## src/rtl/branch_predictor.sv

```systemverilog
// Bimodal 2-bit branch predictor: combinational fetch prediction,
// resolve-stage mispredict detection and saturating statistics.
module branch_predictor #(
    parameter int         IDX_BITS = 6,
    parameter logic [1:0] INIT     = 2'b10,
    parameter int         STAT_W   = 16
) (
    input  logic              clk,
    input  logic              reset,
    input  logic [31:0]       f_pc,
    input  logic [31:0]       f_instr,
    output logic              pred_taken,
    output logic [31:0]       pred_pc,
    input  logic              r_valid,
    input  logic [31:0]       r_pc,
    input  logic [31:0]       r_instr,
    input  logic              r_eq,
    input  logic [31:0]       r_vs,
    input  logic              r_pred_taken,
    output logic              miss,
    output logic [31:0]       rpc,
    output logic [STAT_W-1:0] n_branch,
    output logic [STAT_W-1:0] n_miss
);
    localparam int DEPTH = 1 << IDX_BITS;

    localparam logic [2:0] K_OTHER = 3'd0;
    localparam logic [2:0] K_BEQ   = 3'd1;
    localparam logic [2:0] K_BNE   = 3'd2;
    localparam logic [2:0] K_JMP   = 3'd3;
    localparam logic [2:0] K_JR    = 3'd4;

    function automatic logic [2:0] op_kind(input logic [31:0] instr);
        logic [2:0] k;
        k = K_OTHER;
        case (instr[31:26])
            6'b000100: k = K_BEQ;
            6'b000101: k = K_BNE;
            6'b000010,
            6'b000011: k = K_JMP;
            6'b000000: k = (instr[5:0] == 6'b001000) ? K_JR : K_OTHER;
            default:   k = K_OTHER;
        endcase
        return k;
    endfunction

    function automatic logic [31:0] br_target(input logic [31:0] pc,
                                              input logic [31:0] instr);
        return pc + 32'd4 + {{14{instr[15]}}, instr[15:0], 2'b00};
    endfunction

    function automatic logic [31:0] j_target(input logic [31:0] pc,
                                             input logic [31:0] instr);
        return ((pc + 32'd4) & 32'hF000_0000) | {4'b0000, instr[25:0], 2'b00};
    endfunction

    logic [1:0]          ctr_q [DEPTH];
    logic [IDX_BITS-1:0] f_idx;
    logic [IDX_BITS-1:0] r_idx;
    logic [2:0]          f_kind;
    logic [2:0]          r_kind;
    logic                r_is_br;
    logic                r_taken;

    assign f_idx   = f_pc[IDX_BITS+1:2];
    assign r_idx   = r_pc[IDX_BITS+1:2];
    assign f_kind  = op_kind(f_instr);
    assign r_kind  = op_kind(r_instr);
    assign r_is_br = (r_kind == K_BEQ) || (r_kind == K_BNE);
    assign r_taken = (r_kind == K_BEQ) ? r_eq : !r_eq;

    // Fetch-side prediction straight from the current table contents.
    always_comb begin
        pred_taken = 1'b0;
        pred_pc    = f_pc + 32'd4;
        case (f_kind)
            K_BEQ, K_BNE: begin
                pred_taken = ctr_q[f_idx][1];
                if (ctr_q[f_idx][1])
                    pred_pc = br_target(f_pc, f_instr);
            end
            K_JMP: begin
                pred_taken = 1'b1;
                pred_pc    = j_target(f_pc, f_instr);
            end
            default: ;
        endcase
    end

    // Resolve-side mispredict detection and recovery PC.
    always_comb begin
        miss = 1'b0;
        rpc  = r_pc + 32'd4;
        if (r_valid && !reset) begin
            if (r_is_br && (r_taken != r_pred_taken)) begin
                miss = 1'b1;
                rpc  = r_taken ? br_target(r_pc, r_instr) : r_pc + 32'd4;
            end else if (r_kind == K_JR) begin
                miss = 1'b1;
                rpc  = r_vs;
            end
        end
    end

    // Saturating 2-bit counter training on resolved conditional branches.
    always_ff @(posedge clk or posedge reset) begin
        if (reset) begin
            for (int i = 0; i < DEPTH; i++)
                ctr_q[i] <= INIT;
        end else if (r_valid && r_is_br) begin
            if (r_taken) begin
                if (ctr_q[r_idx] != 2'b11)
                    ctr_q[r_idx] <= ctr_q[r_idx] + 2'd1;
            end else if (ctr_q[r_idx] != 2'b00) begin
                ctr_q[r_idx] <= ctr_q[r_idx] - 2'd1;
            end
        end
    end

    // Saturating branch and mispredict statistics.
    always_ff @(posedge clk or posedge reset) begin
        if (reset) begin
            n_branch <= '0;
            n_miss   <= '0;
        end else begin
            if (r_valid && r_is_br && (n_branch != '1))
                n_branch <= n_branch + STAT_W'(1);
            if (miss && (n_miss != '1))
                n_miss <= n_miss + STAT_W'(1);
        end
    end

endmodule

```

## config.mk

```make
export PLATFORM = sky130hd
export DESIGN_NAME = branch_predictor
export DESIGN_NICKNAME = d
export VERILOG_FILES = /design/src/rtl/branch_predictor.sv
export SDC_FILE = /design/constraint.sdc
export NUM_CORES = 1
export LEC_CHECK = 0
export CORE_MARGIN = 2
export CORE_UTILIZATION = 45
export CTS_BUF_LIST = sky130_fd_sc_hd__clkbuf_8
export DETAILED_ROUTE_END_ITERATION = 7
export GPL_ROUTABILITY_DRIVEN = 0
export PLACE_DENSITY = 0.77
export SYNTH_ARGS = -nofsm -noshare
export SYNTH_HDL_FRONTEND = slang
export SYNTH_SLANG_ARGS = --single-unit
```

## constraint.sdc

```tcl
create_clock -name clk -period 18.3 [get_ports clk]
set_input_delay 5.49 -clock clk [delete_from_list [all_inputs] [get_ports clk]]
set_output_delay 5.49 -clock clk [all_outputs]
set_load 0.01 [all_outputs]
```

======== Word-level counts from Yosys, hierarchy flattened ========
Cells that the tools add are included.
storage, ports and cells
  memories kept ........................... 0
  register bits ........................... 160
  ROM bits ................................ 0
  bits in latches ......................... 0
  input bits .............................. 165
  memory bits (writable) .................. 0
operators by class
  bitwise logic cells ..................... 3
  shift operators ......................... 0
  divide/modulo/power cells ............... 0
  $mul .................................... 0
  eq/ne operators ......................... 21
  magnitude comparators ................... 3
  reduce and logical (&&, ||, !) cells .... 17
  $add $sub $neg .......................... 8
  multiplexer cells ....................... 28
operators by type and width
  cell                     number
  $mux W128                3
  $bwmux W128              2
  $mux W32                 5
  $add A32 B3 Y32 const B  2
  $add A32 B32 Y32         2
  $pmux W32 S2             1
  $add A16 B1 Y16 const B  2
  $ne A16 B16 Y1 const B   2
  $or A32 B28 Y32          1
  $bmux W2 S6              2
  $eq A6 B2 Y1 const B     4
  $eq A6 B3 Y1 const B     4
  $pmux W3 S4              2
  $ge A7 B7 Y1 const B     2
  $not A6 Y7               2
  $demux W2 S6             1
  $eq A6 B4 Y1 const B     2
  $logic_not A6 Y1         2
  $mux W2                  5
  $eq A3 B2 Y1 const B     3
  $lt A7 B1 Y1 const B     1
  $eq A3 B1 Y1 const B     2
  $logic_and A1 B1 Y1      6
  $mux W3                  2
  other kinds (13)         20

======== Depth between registers and ports, before layout ========
  word-level depth ........................ 10
  gate-level depth with buffers ........... 20

======== Least setup slack after synthesis ========
Ideal clock, no wire load.
  path type ............................... input to output
  from .................................... in reset
  to ...................................... out rpc[24]
  cell stages on the path ................. 7
  arrival ................................. 11.171 ns
  slack ................................... 1.639 ns
  cell sequence ........................... inv_1 -> nand2_1 -> a211oi_2 -> o21ai_0 -> clkbuf_1 -> a221oi_1 -> o311ai_0
between the ends
  word-level cells in the longest chain between the ends .. 3
ends and longest elaborated chain
  what                        line  RTL
  start: declaration          9     input logic reset,
  $logic_not A1 Y1 (no line)  -
  $logic_and A1 B1 Y1         94    if (r_valid && !reset) begin
  $mux W32                    94
  end: declaration            21    output logic [31:0] rpc,
Every way passes these cells.

======== Worst setup path in the final report ========
  from .................................... in r_pc[3]
  to ...................................... out rpc[26]
between the ends
  word-level cells in the longest chain between the ends .. 5
  elaborated cells between the ends (all ways) .. 6
  classes of those cells .................. add/sub (2); mux (4)
ends and longest elaborated chain
  what                 line        RTL
  start: declaration   15          input logic [31:0] r_pc,
  $add A32 B3 Y32 (*)  49, 93, 97
  $add A32 B32 Y32     49          return pc + 32'd4 + {{14{instr[15]}}, instr[15:0], 2'b00};
  $mux W32             97          rpc = r_taken ? br_target(r_pc, r_instr) : r_pc + 32'd4;
  $mux W32             95          if (r_is_br && (r_taken != r_pred_taken)) begin
  $mux W32 (*)         94
Mark *: on every way between the ends. The rest lies on a longest branch, timed or not.

==> reports/results.tsv <==
stage	metric	value	unit
die	Die W	177	um
clocking	hold_buf cts	0	
timing	fin crit period	16.52	ns
critical_path	crit path DAT	11.03	ns
timing	Max-Slew Margin vs Limit	21.4	%
timing	RSZ-0062 raised after global routing	no	
die	Core Footprint	29600	um2
clocking	TritonCTS sink count	160	
placed_design	# port buffers	251	
global_routing	pin count of the biggest net entering global routing	94	
clocking	maximum root-to-sink buffer count	2	
timing	Least-Margin Pin Slew	1.17	ns
final_layout	layout cells sized above 1	16.2	%
timing	Pins Over Slew Limit	0	
synthesis	Post-Synthesis Cells	1487	
synthesis	area leader, netlist	dfrtp_1	
routing	DR vias/cell	5.98	
hold_path	Min-Delay Startpoint	n_miss[7]	
synthesis	Cell Area, Synth	13500	um2
critical_path	kind of critical path	input pin to output pin	
synthesis	Mapped Nets	1725	
timing	Period Utilization, post-route	90.3	%
pwr	Pleak	7.00	nW
pwr	Max VDD drop	0.0000435	V
synthesis	syn_area_per_cell	9.05	um2
global_routing	vias in the first global route	12400	
synthesis	ys async rst share	100	%
final_layout	Finished Layout Cells	2104	
routing	via count	12600	
global_routing	global-route wire length before repair	63400	um
synthesis	synth warn	0	
critical_path	Critical path origin	r_pc[3]	
critical_path	R2R setup slack	14.06	ns
clocking	TritonCTS Buffers	17	
critical_path	CP max FO	19	
die	Die H	177	um
placed_design	placed cells	2072	
critical_path	critical path data required time	12.81	ns
timing	final-report setup violation count	0	
clocking	worst skew pair latency	0.48	ns
timing	Clock Skew	0.0173	ns
die	initial core utilization	45.5	%
synthesis	post-synth cell types	87	
timing	TNS Setup	0	ns
run_status	status	finished clean	
die	Rows	63	
global_routing	grt total ovfl	0	
routing	drt first pass iters	8	
timing	Fmax	60.5	MHz
hold_path	Min-Delay Path Class	flop to flop	
critical_path	CP Launch Type	input pin	
routing	routed length per placed instance	19.1	um
final_layout	Ant. Diodes	0	
final_layout	commonest non-fill, non-tap cell in the layout	clkdlybuf4s50_1	
final_layout	most frequent cells in the layout	clkdlybuf4s50_1, nand2_1, mux2_2	
pwr	Design Power	0.910	mW
die	full die area	31300	um2
die	I/O pins	263	
routing	1st-iter DRT viols	1185	
pwr	pwr dens	54.8	nW/um2
clocking	root buffer cell	clkbuf_8	
clocking	CTS tree	built	
timing	Fin. Hold Viols	0	
synthesis	Post-synth top flop	dfrtp_1	
clocking	Post-CTS Setup Bufs	0	
clocking	H-tree depth	4	
synthesis	register area share after synthesis	30.4	%
synthesis	ranking of synthesized cells by area	dfrtp_1, dfstp_2, mux2_2	
critical_path	Crit. End Element	output pin	
clocking	Reg clk slew, reported paths	0.10	ns
placed_design	post-DP HPWL	29400	um
clocking	post-cts resize count	0	
routing	drt total wl	40200	um
synthesis	number of synthesized flops with an enable pin	0	
routing	ANT nets after route	0	
final_layout	post-layout util	56.2	%
final_layout	Syn-to-layout area delta	23.5	%
flow_run	maxcap violations	0	
final_layout	Final #Nets	1939	
global_routing	initial antenna violation count	0	
synthesis	share of the synthesized area in the top cell type	17.9	%
synthesis	count of state elements after synthesis	160	
global_routing	gr usage total	25.2	%
routing	DRC	0	
cell families after synthesis:
group | share of synthesized area, %
adder cells (fa/ha/maj) | 6.90
flip-flops | 30.4
AO/OA/AOI/OAI | 18.5
AND/OR/NAND/NOR | 17.2
XOR/XNOR | 8.86
multiplexers | 14.4
buffers and inverters | 3.80
Yosys cell counts (21+ instances only):
cell,number
xnor2_1,87
nand4_1,37
dfrtp_1,96
a22oi_1,65
o21ai_1,21
a21o_1,25
dfstp_2,64
nor2_1,93
nand2_1,160
clkbuf_1,39
mux2i_1,23
nand3_1,57
a21oi_1,73
mux2_2,131
nor3_1,22
xor2_1,49
o21ai_0,43
inv_1,33
and3_1,28
o22ai_1,30
ha_1,71
final cells by class:
cell class | instances | area [um2]
multi-input cells | 1219 | 8870
fillers | 2635 | 13000
clock buffers | 18 | 248
flip-flops and latches | 160 | 4080
inverters | 35 | 136
repair buffers | 268 | 2640
well taps | 390 | 488
clock inverters | 14 | 144
worst max-delay path, cell delays in order:
cell	delay, ns
clkdlybuf4s50_1	0.91
nand3_2	0.47
nor2_2	0.41
nand3_1	0.27
xor2_1	0.40
inv_1	0.10
ha_1	0.37
and3_1	0.20
a221o_1	0.34
a21o_1	0.20
a211oi_1	0.53
o21ai_1	0.17
xnor2_1	0.27
a211oi_1	0.13
nor3_1	0.20
clkdlybuf4s50_1	0.58
worst paths after layout:
kind	end	cells after the start
max	rpc[26]	16
min	n_miss[7]	1
max reg2reg	flop	13
min reg2reg	n_miss[7]	1
max in group asynchronous	asynchronous set/reset pin	3
min in group asynchronous	n_miss[3]	2
routing by layer:
layer | GRT usage [%] | up-vias | share of wire (%)
met5 | 0 | - | 0
met1 | 32.2 | 6047 | 42
met2 | 43.1 | 498 | 48
met3 | 4.25 | 97 | 6.8
met4 | 8.78 | 0 | 2.9
li1 | - | 5940 | -
metrics by stage:
| step | setup slack [ns] | hold WS (ns) | area (um2) |
|---|---|---|---|
| finish | 1.78 | 0.484 | 16600 |
| detailed placement | 1.95 | 0.470 | 16200 |
| floorplan | 1.64 | 0.472 | 13500 |
| global placement | 1.95 | 0.471 | 16200 |
| CTS | 1.91 | 0.487 | 16600 |
| global route | 1.50 | 0.517 | 16600 |
power breakdown:
group          internal, mW  switching, mW  total, mW
sequential            0.360        0.00441      0.364
clock                 0.125          0.135      0.259
combinational         0.128          0.158      0.286
total                 0.613          0.297      0.910
Note: power is estimated with default switching activity, not from simulation.
